--- src/rtl/lsu_pkg.sv ---
// Shared definitions for the load/store controller: funct3 codes, access sizes,
// FSM states and the natural-alignment check.
package lsu_pkg;

  localparam logic [2:0] F3_B  = 3'b000;
  localparam logic [2:0] F3_H  = 3'b001;
  localparam logic [2:0] F3_W  = 3'b010;
  localparam logic [2:0] F3_D  = 3'b011;
  localparam logic [2:0] F3_BU = 3'b100;
  localparam logic [2:0] F3_HU = 3'b101;
  localparam logic [2:0] F3_WU = 3'b110;

  typedef enum logic [1:0] {
    SZ_B = 2'd0,
    SZ_H = 2'd1,
    SZ_W = 2'd2,
    SZ_D = 2'd3
  } size_e;

  typedef enum logic [1:0] {
    IDLE     = 2'd0,
    MERGE_WR = 2'd1,
    RESP     = 2'd2
  } state_e;

  // Every access must be naturally aligned to its own size.
  function automatic logic misaligned(input size_e sz, input logic [2:0] off);
    case (sz)
      SZ_B:    return 1'b0;
      SZ_H:    return off[0];
      SZ_W:    return off[1:0] != 2'b00;
      default: return off != 3'b000;
    endcase
  endfunction

endpackage

--- src/rtl/lsu_align.sv ---
// Byte-lane datapath: extracts/extends a load from an 8-byte dword and merges a
// narrow store into a dword read back from memory.
module lsu_align
  import lsu_pkg::*;
#(
  parameter int XLEN = 64
) (
  input  logic [XLEN-1:0] rdata,
  input  logic [XLEN-1:0] wdata,
  input  logic [2:0]      off,
  input  size_e           size,
  input  logic            sgn,
  output logic [XLEN-1:0] ext_data,
  output logic [XLEN-1:0] merge_data
);

  logic [5:0]      sh_amt;
  logic [XLEN-1:0] rsh;
  logic [XLEN-1:0] wsh;
  logic [XLEN-1:0] size_mask;
  logic [XLEN-1:0] lane_mask;

  assign sh_amt = {off, 3'b000};

  always_comb begin
    rsh       = rdata >> sh_amt;
    ext_data  = rsh;
    size_mask = '1;
    case (size)
      SZ_B: begin
        ext_data  = {{(XLEN-8){sgn & rsh[7]}}, rsh[7:0]};
        size_mask = {{(XLEN-8){1'b0}}, 8'hFF};
      end
      SZ_H: begin
        ext_data  = {{(XLEN-16){sgn & rsh[15]}}, rsh[15:0]};
        size_mask = {{(XLEN-16){1'b0}}, 16'hFFFF};
      end
      SZ_W: begin
        ext_data  = {{(XLEN-32){sgn & rsh[31]}}, rsh[31:0]};
        size_mask = {{(XLEN-32){1'b0}}, 32'hFFFF_FFFF};
      end
      default: begin
        ext_data  = rsh;
        size_mask = '1;
      end
    endcase
    // Alignment is enforced upstream, so the shifted mask never wraps past byte 7.
    lane_mask  = size_mask << sh_amt;
    wsh        = wdata << sh_amt;
    merge_data = (rdata & ~lane_mask) | (wsh & lane_mask);
  end

endmodule

--- src/rtl/lsu_mem_ctrl.sv ---
// Single-outstanding load/store controller in front of a 64-bit data memory,
// with read-modify-write for sub-dword stores and fault detection at accept.
module lsu_mem_ctrl
  import lsu_pkg::*;
#(
  parameter int MEM_BYTES = 64,
  parameter int XLEN      = 64
) (
  input  logic            clk,
  input  logic            reset,
  input  logic            req_valid,
  output logic            req_ready,
  input  logic            req_load,
  input  logic            req_store,
  input  logic [2:0]      req_funct3,
  input  logic [XLEN-1:0] req_addr,
  input  logic [XLEN-1:0] req_wdata,
  output logic [XLEN-1:0] mem_addr,
  output logic [XLEN-1:0] mem_wdata,
  output logic            mem_write,
  output logic            mem_read,
  input  logic [XLEN-1:0] mem_rdata,
  output logic            resp_valid,
  output logic            resp_fault,
  output logic [XLEN-1:0] load_data
);

  state_e          state, state_nxt;
  logic [XLEN-1:0] addr_hold;
  logic [XLEN-1:0] merge_hold;
  logic [XLEN-1:0] ext_data;
  logic [XLEN-1:0] merge_data;
  logic [XLEN-1:0] addr_aligned;
  logic [2:0]      off;
  size_e           size;
  logic            sgn;
  logic            f3_bad;
  logic            fault;
  logic            accept;
  logic            is_sd;

  assign off          = req_addr[2:0];
  assign size         = size_e'(req_funct3[1:0]);
  assign sgn          = ~req_funct3[2];
  assign addr_aligned = {req_addr[XLEN-1:3], 3'b000};
  assign is_sd        = req_store & (size == SZ_D);

  // Stores only have 000..011; loads reject the unused 111 encoding.
  assign f3_bad = req_store ? req_funct3[2] : (req_funct3 == 3'b111);
  assign fault  = (req_load & req_store) | f3_bad | misaligned(size, off)
                | (req_addr >= XLEN'(MEM_BYTES));

  // Readiness is exactly "in IDLE", so accept is formed from state directly.
  assign accept = req_valid & (state == IDLE) & (req_load | req_store);

  lsu_align #(.XLEN(XLEN)) u_align (
    .rdata      (mem_rdata),
    .wdata      (req_wdata),
    .off        (off),
    .size       (size),
    .sgn        (sgn),
    .ext_data   (ext_data),
    .merge_data (merge_data)
  );

  always_comb begin
    state_nxt  = state;
    req_ready  = 1'b0;
    mem_read   = 1'b0;
    mem_write  = 1'b0;
    mem_addr   = addr_hold;
    mem_wdata  = merge_hold;
    resp_valid = 1'b0;
    case (state)
      IDLE: begin
        req_ready = 1'b1;
        mem_addr  = addr_aligned;
        mem_wdata = req_wdata;
        if (accept) begin
          if (fault) begin
            state_nxt = RESP;
          end else if (req_load) begin
            mem_read  = 1'b1;
            state_nxt = RESP;
          end else if (is_sd) begin
            mem_write = 1'b1;
            state_nxt = RESP;
          end else begin
            mem_read  = 1'b1;
            state_nxt = MERGE_WR;
          end
        end
      end
      MERGE_WR: begin
        mem_write = 1'b1;
        state_nxt = RESP;
      end
      RESP: begin
        resp_valid = 1'b1;
        state_nxt  = IDLE;
      end
      default: state_nxt = IDLE;
    endcase
  end

  always_ff @(posedge clk or negedge reset) begin
    if (!reset) begin
      state      <= IDLE;
      addr_hold  <= '0;
      merge_hold <= '0;
      load_data  <= '0;
      resp_fault <= 1'b0;
    end else begin
      state <= state_nxt;
      if (accept) begin
        addr_hold  <= addr_aligned;
        merge_hold <= merge_data;
        resp_fault <= fault;
        if (fault)         load_data <= '0;
        else if (req_load) load_data <= ext_data;
      end
    end
  end

endmodule

--- config.mk ---
export PLATFORM = sky130hd
export DESIGN_NAME = lsu_mem_ctrl
export DESIGN_NICKNAME = d
export VERILOG_FILES = /design/src/rtl/lsu_pkg.sv /design/src/rtl/lsu_align.sv /design/src/rtl/lsu_mem_ctrl.sv
export SDC_FILE = /design/constraint.sdc
export NUM_CORES = 1
export LEC_CHECK = 0
export ABC_AREA = 1
export CAP_MARGIN = 25
export CORE_UTILIZATION = 55
export CTS_BUF_LIST = sky130_fd_sc_hd__clkbuf_8
export DETAILED_ROUTE_END_ITERATION = 10
export DONT_BUFFER_PORTS = 1
export GPL_TIMING_DRIVEN = 0
export PLACE_DENSITY_LB_ADDON = 0.2
export SYNTH_ARGS = -nofsm -noshare
export SYNTH_HDL_FRONTEND = slang
export SYNTH_HIERARCHICAL = 1
export SYNTH_SLANG_ARGS = --single-unit
--- constraint.sdc ---
create_clock -name clk -period 3.7 [get_ports clk]
set_input_delay 1.11 -clock clk [delete_from_list [all_inputs] [get_ports clk]]
set_output_delay 1.11 -clock clk [all_outputs]
set_load 0.02 [all_outputs]
# Yosys cells after proc, flatten, opt, wreduce, memory -nomap -nowiden
# Cells that the tools add are included.
[word_totals] ff_bits=192 inputBits=200 output_inout_bits=197 wordCells=63
[op_classes] n_lt_le_gt_ge=1 n_eq_ne=7 shift=3 muxes=25 bitwise_logic=16 reduce_logical=6
[ops] op="64-bit case mux with 3 select lines" count=2
[ops] op="64-bit two-way mux" count=4
[ops] op="64-bit bitwise AND" count=2
[ops] op="64-bit by 6-bit << shifter with 64-bit output" count=2
[ops] op="64-bit by 7-bit greater-or-equal comparator with 1-bit output (second input constant)" count=1
[ops] op="64-bit inverter" count=1
[ops] op="64-bit OR" count=1
[ops] op="64-bit by 6-bit right shift with 64-bit output" count=1
[ops] op="1-bit two-way mux" count=12
[ops] op="2-bit two-way mux" count=4
[ops] op="1-bit bitwise AND" count=7
[ops] op="2-bit == test (second input constant)" count=3
[ops] op="2-bit by 1-bit == test with 1-bit output (second input constant)" count=2
[ops] op="2-bit logical NOT" count=2
[ops] op="1-bit OR" count=4
[ops] op="2-bit case mux with 2 select lines" count=1
[ops] op="2-bit nonzero test" count=2
[ops] op="3-bit == test (second input constant)" count=1
[ops] op="1-bit case mux with 3 select lines" count=1
[ops] op="3-bit nonzero test" count=1
[ops] op="2-bit inequality test (second input constant)" count=1
[ops] op="1-bit case mux with 2 select lines" count=1
[ops] op="2-bit AND reduction" count=1
[ops] op="1-bit inverter" count=1

# Depth between registers and ports, before layout
# Gate-level depths: netlist (run 1).
[depth] depth_word=8 ltp_mapped=13 ltp_nobuf=11

# By module
# Netlist (run 1), hierarchy kept.
[modules_own_cells] module="lsu_mem_ctrl" instances=1 cells_per_inst=1285 area_per_inst_um2=9344.0 seq_area_each_um2=4804.6
[modules_own_cells] module="lsu_align" instances=1 cells_per_inst=1034 area_per_inst_um2=4630.7 seq_area_each_um2=0.0

# Worst setup path before layout (run 1)
# OpenSTA, ideal clock, no wires.
[synth_timing] path_type="input to output" start="input port req_store" end="output port mem_read" arrival_time_ns=2.342 required_time_ns=2.590 path_slack_ns=0.248 path_stages=5 path_buffers=1 path_cell_list="o21ai_1 > nor2_4 > inv_2 > buf_2 > nor4_1"
[synth_via] elab_chain_cells=7 word_cells_on_any_way=13 classes_between="6 x mux; 7 x bitwise"
[synth_rtl] element="from (decl)" line="lsu_mem_ctrl.sv:14" text="input logic req_store,"
[synth_rtl] element="1-bit bitwise AND or 1-bit two-way mux (tied branches)" line="lsu_mem_ctrl.sv:50, lsu_mem_ctrl.sv:49"
[synth_rtl] element="1-bit OR (2 in a row)" line="lsu_mem_ctrl.sv:50" text="assign fault = (req_load & req_store) | f3_bad | misaligned(size, off)"
[synth_rtl] element="1-bit OR" line="lsu_mem_ctrl.sv:51" text="| (req_addr >= XLEN'(MEM_BYTES));"
[synth_rtl] element="1-bit two-way mux" line="lsu_mem_ctrl.sv:80" text="if (fault) begin"
[synth_rtl] element="1-bit two-way mux *" line="lsu_mem_ctrl.sv:79" text="if (accept) begin"
[synth_rtl] element="1-bit two-way mux *" line="lsu_mem_ctrl.sv:74" text="case (state)"
[synth_rtl] element="to (decl)" line="lsu_mem_ctrl.sv:21" text="output logic mem_read,"
# Mark *: on every way between the ends. The rest lies on a longest branch, timed or not.

# Worst setup path after layout (run 1)
[layout_timing] start="register state[0]" end="output port mem_wdata[51]"
[layout_via] elab_chain_cells=2
[layout_rtl] element="from (decl)" line="lsu_mem_ctrl.sv:28" text="state_e state, state_nxt;"
[layout_rtl] element="from (signal assigned)" line="lsu_mem_ctrl.sv:114" text="state <= state_nxt;"
[layout_rtl] element="2-bit logical NOT" line="lsu_mem_ctrl.sv:74"
[layout_rtl] element="64-bit two-way mux" line="lsu_mem_ctrl.sv:74"
[layout_rtl] element="to (decl)" line="lsu_mem_ctrl.sv:19" text="output logic [XLEN-1:0] mem_wdata,"
# No other way between the ends.

==> impl.org, run 1 <==
** Outcome
- Outcome :: completed

** Clock tree
- The H-tree was split into 4 levels.
- Clock transition at the registers of the reported paths :: 0.13 ns
- Clock tree from TritonCTS :: built
- Clock buffer count from CTS :: 17
- For the worst-skew pair, the clock arrives at the later sink with an insertion delay of 0.50 ns.
- Sink count of the clock tree :: 192
- In this run, post-CTS hold repair placed 0 buffers.
- CTS placed an instance of clkbuf_8 at the clock tree root.
- Counting along the longest clock path gives a buffer depth of 2.

** Worst setup path
- In this run the critical register-to-register path is launched from state[0].
- Data on the critical path arrives at its endpoint at 2.58 ns.
- Across all register-to-register paths, the minimum setup slack is 1.55 ns.
- For the worst flop-to-flop path, the logic depth is 7.
- In this run the critical register-to-register path is captured at merge_hold[53].
- Of all nets on the critical path, the largest fanout is 10.
- Data on the critical path is required at its endpoint by 2.59 ns.
- Critical path endpoint category :: output pin
- Crit path launch type :: flip-flop
- The critical path is of the flip-flop to output pin type.

** Die
- X dimension of the die :: 161 microns
- The total area inside the core boundary comes to 24600 sq um.
- For this configuration, the core starts out at a cell density of 0.568.
- The die is 161 microns tall.
- Num ports :: 397
- Row Count :: 57
- The die covers 26100 sq um.

** Run
- Max cap viols :: 0

** Hold path
- The worst hold path belongs to the class input pin to async pin.

** Synthesis
- Yosys attributes the largest share of cell area to dfrtp_1 34%, nand2_1 32%, o21ai_0 7.6%.
- dfrtp_1 takes more of the synthesized area than any other cell.
- Area fraction of the dominant cell type after synthesis :: 0.344
- The Yosys step of the flow raised 6 warnings.
- Post-Syn Area per Cell :: 6.03 sq um
- Post-synthesis register bit count :: 192
- The mapped netlist covers 14000 sq um.
- Counting every instance in the synthesized netlist gives 2319.
- For this run, the register share of the synthesized area comes to 0.344.
- After synthesis, the netlist uses 32 different library cells.

** Placement
- After detailed placement, the design holds a cell count of 2645.
- IO buf count :: 0
- DP Area :: 14400 sq um
- Routability-driven placement finished with a final weighted congestion of 1.07.
- Estimated wirelength of the detail-placed design :: 53300 microns

** GRT
- The first global-routing pass estimated 94900 microns of wire.
- Maximum number of pins on one net before global-route repair :: 193
- Global routing finished with a remaining overflow of 0.
- Antenna violations before repair :: 1
- Via count of the first global-routing pass :: 15406
- For this run, the total global-route usage over all layers was measured as 0.500.

** Cells and area
- Compared with the post-synthesis result, the final layout area differs by 6.79%.
- Design Area, Final :: 14900 sq um
- Filler Cells Inserted :: 2361
- At the end of the flow the core is filled with cells to 0.607.
- The count of cells in the finished layout, fillers not included, comes to 2679.
- The net count of the finished layout is 2540.
- In the final layout, the share of cells above drive strength 1 is 0.0786.

** Route
- First-pass iteration count of the detailed router :: 11
- Met1 WL :: 24000 microns
- The routed design uses 9830 microns of met3 wire.
- Summed over all nets, wire length on met2 after detailed routing comes to 28000 microns.
- Number of routed nets with antenna violations :: 0
- After detailed routing, the number of vias per cell comes to 6.31.
- After detailed routing, the number of remaining DRC violations is 0.
- Highest metal used :: met4
- Via count :: 16904
- Wire length reported by the detailed router :: 66400 microns
- Wirelength per Cell :: 24.8 microns
- The first routing iteration left 2734 violations.

** Power and ir drop
- Peak supply drop :: 0.268 mV
- In this run the power density over the cells is 387 nW/um^2.
- Summed over all cells, the static leakage comes to 8.11 nW.

** Timing
- The max-slew violation count came to 0.
- Of the available clock period, the critical path in the final layout requires 0.998.
- Static timing analysis puts the maximum clock frequency at 271 MHz.
- The number of hold violations in the final report is 0.
- Between clock sinks in the finished design, the worst skew comes to 0.0194 ns.
- Slew at the pin with the worst max-slew slack :: 1.02 ns
- Setup repair after global routing missed its margin :: yes
- Setup TNS :: 0 ns
- Rel. slew slack :: 0.313
- Setup violations remaining at the end of the flow were counted as 0.
- Worst hold margin :: 0.286 ns
- The smallest clock period supported by the final layout is computed as 3.69 ns.
==> registers in the layout, summed over array words and instances, names as in the netlist <==
name        cells
state           2
merge_hold     64
resp_fault      1
addr_hold      61
load_data      64
==> repair_timing <==
item                                    4_1_cts  5_1_grt
gates cloned                                  0        0
gates resized for setup                      16       24
hold endpoints to repair                      0        0
endpoints found under the setup margin       32       30
pin swaps                                     1        2
buffers inserted                              1        0
==> worst max path at each step <==
stage | start | endpoint | slack, ns | depth (start not counted)
after floorplan | req_store | mem_read | 0.25 | 5
after global placement | req_addr[7] | mem_write | -0.38 | 9
after detailed placement | req_addr[7] | mem_write | -0.36 | 9
after CTS | req_addr[7] | mem_write | 0.009 | 9
after global routing | req_addr[35] | mem_write | -0.05 | 11
final | state[0] | mem_wdata[51] | 0.007 | 5
==> power breakdown <==
group	total [W]	switching [W]	internal, W
sequential	0.00248	0.000143	0.00233
clock	0.00160	0.000995	0.000609
combinational	0.00170	0.00127	0.000422
total	0.00578	0.00241	0.00336
==> placed cells by master (no fill, tap or decap), types with 4 or more instances in the layout <==
cell type  instances
nand2_1         1174
o21ai_0          197
dfrtp_1          192
inv_1            126
o21ai_1           99
nand4_1           98
nand3_1           94
buf_2             75
nor2_1            74
clkbuf_1          59
o211ai_1          26
clkbuf_8          17
or2_2             15
buf_4             13
a21oi_1           12
nor2_2             9
buf_6              9
inv_2              7
nand2_2            7
buf_1              5
nor2_4             4
clkbuf_2           4
inv_12             4
clkinv_8           4
==> metrics by stage <==
stage	worst slack, ns	power (W)
floorplan	0.248	0.00364
global placement	-0.377	0.00407
detailed placement	-0.361	0.00412
CTS	0.00871	0.00569
global route	-0.0495	0.00597
finish	0.00742	0.00578
==> critical path: stages (launching register included) <==
cell and delay (ns):
dfrtp_1 0.45, nor2_4 0.25, clkbuf_2 0.37, clkbuf_1 0.57
nand2_1 0.14, nand2_1 0.31
==> area by class of cell <==
cell class / instances / area (sq um) / area share
antenna: 2 / 5.00 / 0.000335
inverter: 136 / 510 / 0.0342
buffer: 165 / 842 / 0.0564
multi-input combinational: 1827 / 7890 / 0.529
clock buffer: 17 / 234 / 0.0157
tap: 324 / 405 / 0.0272
clock inverter: 15 / 220 / 0.0148
timing repair buffer: 1 / 7.51 / 0.000503
sequential: 192 / 4800 / 0.322
==> metal layers <==
metal,vias to the layer above,track usage
met5,-,0
met3,348,0.169
met4,0,0.305
li1,7421,-
met2,1490,0.754
met1,7645,0.619
==> kinds of logic (layout without fill, tap and decap cells) <==
| group | Yosys count | count (layout) | synth area share |
|---|---|---|---|
| simple gates | 1480 | 1480 | 0.430 |
| compound gates | 344 | 344 | 0.130 |
| buf+inv | 302 | 334 | 0.0963 |
| flops | 192 | 192 | 0.344 |
| other cells | 1 | 5 | 0.000268 |
==> synthesized netlist by cell type <==
master and instances:
o211ai_1 26, nand2_2 4, o21ai_0 212, o22ai_1 1
dfrtp_1 192, nor2_4 1, buf_1 5, conb_1 1
o21a_1 2, a21oi_2 1, nand3_2 2, inv_1 126
inv_2 7, a21oi_1 12, o21ai_2 1, buf_2 77
nor3_1 1, buf_6 10, o21ai_1 86, clkbuf_1 63
buf_4 11, nand4_1 98, nand3_1 94, o21bai_1 1
clkinv_1 3, nor2_1 81, or2_2 15, nor2_2 5
and2_1 1, a21boi_2 2, nor4_1 1, nand2_1 1177
Note: power is estimated with default switching activity, not from simulation.
==> run 2, diff against run 1 <==
Settings changed: CORE_MARGIN from default to 5, CTS_BUF_LIST sky130_fd_sc_hd__clkbuf_8 to sky130_fd_sc_hd__clkbuf_4.
==> impl.org, run 2 (synthesis results as in run 1) <==
** Route
- Remaining DRCs :: 0 (unchanged)
- The DRC marker count from the first detailed-route iteration came to 2499 (-8.6%).
- The final routed wire length divided by cell count is 24.7 microns (-0.41%).
- Number of routed nets with antenna violations :: 0 (unchanged)
- Via count :: 16686 (-1.3%)
- Vias/cell :: 6.21 (-1.7%)
- The final routed wirelength across all metal layers came to 66400 microns (about the same).
- The number of search-and-repair iterations in the first detailed-routing pass came to 9 (-2).

** GRT
- The aggregate global routing overflow is 0 (unchanged).
- The wire length of the first global-routing pass is 96500 microns (+1.7%).
- GR Util All Layers :: 0.447 (-0.0530)
- Antenna violations before repair :: 6 (+5)
- Maximum number of pins on one net before global-route repair :: 193 (unchanged)
- The via count of the first global-routing pass was 15640 (+1.5%).

** Die
- The number of standard-cell rows in the floorplan came to 58 (+1.8%).
- The starting utilization of the core area was 0.557 (-0.0114).
- The number of primary I/O pins came to 397 (unchanged).
- Overall die area :: 28700 sq um (+10%)
- Area of the core :: 25100 sq um (+2.0%)
- The die boundary height was 169 microns (+5.0%).
- X dimension of the die :: 169 microns (+5.0%)

** Timing
- Setup repair after global routing missed its margin :: yes
- The worst max-slew margin expressed relative to the limit was 0.425 (+0.113).
- Fin. Hold Viols :: 0 (unchanged)
- Final count of pins violating max slew :: 0 (unchanged)
- Final setup slack of the worst path :: 0.0688 ns (+0.0614 ns)
- The fmax came to 275 MHz (+1.7%).
- Clock period minus worst slack :: 3.63 ns (-0.0614 ns)
- The tightest hold margin was 0.140 ns (-0.146 ns).
- The final period utilization is 0.981 (-0.0166).
- Skew final :: 0.0308 ns (+0.0114 ns)
- Final setup violation count :: 0 (unchanged)
- The worst-margin pin slew was 0.853 ns (-0.167 ns).

** Worst setup path
- RR Endpoint :: merge_hold[57]
- Crit Path Class :: flip-flop to output pin
- Among all stages on the critical path, the largest delay is contributed by o21ai_1.
- Sequence of cells on the critical path :: nor2_4 > inv_2 > clkbuf_2 > clkbuf_1 > o21ai_1
- Worst R2R Start :: state[0]
- Arrival time at the worst endpoint :: 2.52 ns (-0.06 ns)
- The worst setup path is launched from a flip-flop.
- The setup slack of the worst register-to-register path came to 1.54 ns (about the same).
- The largest fanout on the critical path is 10 (unchanged).
- Number of buffer and inverter stages on the critical path :: 3 (+1)
- In this design, the largest share of critical-path delay is due to buffers and inverters.
- Worst path required time :: 2.59 ns (about the same)
- Worst Reg2Reg Path Length in Cells :: 8 (+1)
- Largest stage delay on the critical path :: 0.49 ns (-0.08 ns)
- STA classifies the critical path endpoint as an output pin.

** Clock tree
- Clock Tree Root :: clkbuf_4
- The number of H-tree levels is 4 (unchanged).
- The number of buffers inserted during clock tree synthesis is 17 (unchanged).
- Clock transition at the registers of the reported paths :: 0.20 ns (+0.07 ns)
- Clock tree from TritonCTS :: built
- Sink count of the clock tree :: 192 (unchanged)
- The clock latency on the worst-skew pair is 0.63 ns (+0.13 ns).
- The largest buffer count on any clock path came to 2 (unchanged).

** Placement
- The final estimated routing congestion in global placement came to 1.09 (+2.0%).
- IO buf count :: 0 (unchanged)
- Inst Count DP :: 2651 (+0.23%)
- Minimum setup slack after placement :: -0.364 ns (-0.00311 ns)
- The half-perimeter wire length after detailed placement came to 53900 microns (+1.2%).

** Cells and area
- Leading cell types in the layout, fill and taps excluded :: 1175 x nand2_1, 192 x dfrtp_1, 172 x o21ai_0, 126 x inv_1, 119 x o21ai_1
- Share of cells above drive strength 1 :: 0.0816 (+0.00294)
- The core occupancy in the finished layout was 0.592 (-0.0146).
- The final non-filler cell total was 2689 (+0.37%).
- Area growth from synthesis to layout :: 6.36%
- The number of nets in the final layout is 2541 (+0.039%).
- The largest registers in the layout are load_data (64), merge_hold (64), addr_hold (61).
- Filler Cells Inserted :: 2503 (+6.0%)
- The sequential cell area came to 4800 sq um (unchanged).
- Commonest non-fill, non-tap cell in the layout :: nand2_1
- The multi-input logic area came to 7910 sq um (+0.24%).

** Power and ir drop
- Peak supply drop :: 0.224 mV (-17%)
- Cell leakage power :: 8.09 nW (-0.24%)
- The total power was 0.00553 W (-4.2%).
- Total power density per cell area :: 372 nW/um^2 (-3.9%)

** Run
- The max capacitance violation total is 0 (unchanged).

** Hold path
- In this run the worst hold path is classified as input pin to async pin.

** Outcome
- The flow ran to the end, and the final reports show no timing, DRC or antenna violations.
## run 2: report_power, final
group	internal (W)	switching, W
logic	0.000428	0.00126
clock network	0.000410	0.000965
registers	0.00233	0.000136
total	0.00317	0.00236
## run 2: timing repair
action | CTS | global route
setup buffers | 1 | 2
pin swaps | 2 | 4
setup endpoints to repair | 80 | 86
endpoints found under the hold margin | 0 | 0
hold buffers | 0 | 0
gates resized for setup | 31 | 41
## run 2: metal layers
layer  vias up  part of all wire  GRT usage
met3       243              0.15      0.158
met5         -           0.00018          0
met1      7703              0.37      0.575
met4         2             0.056      0.185
met2      1303              0.43      0.692
li1       7435                 -          -
## run 2: layout make-up
cell class                      instances  area share
Sequential cell                       192       0.323
Tap cell                              330      0.0278
Inverter                              136      0.0343
Clock inverter                         15      0.0148
Clock buffer                           17     0.00859
Buffer                                164      0.0565
Antenna cell                            5    0.000842
Multi-Input combinational cell       1827       0.532
Timing Repair Buffer                    3     0.00152
## run 2: worst max-delay path by stage
stage,endpoint,startpoint,depth (start not counted)
after floorplan,mem_read,req_store,5
after global placement,mem_write,req_addr[7],9
after detailed placement,mem_write,req_addr[7],9
after CTS,mem_addr[44],state[0],5
after global routing,mem_addr[9],state[0],5
final,mem_addr[9],state[0],5
## run 2: through the flow
step           TNS [ns]  instance area, sq um
2_1_floorplan         0                 14000
3_3_place_gp     -0.583                 14400
3_5_place_dp     -0.577                 14400
4_1_cts          -0.159                 14800
5_1_grt          -0.179                 14900
6_report              0                 14900
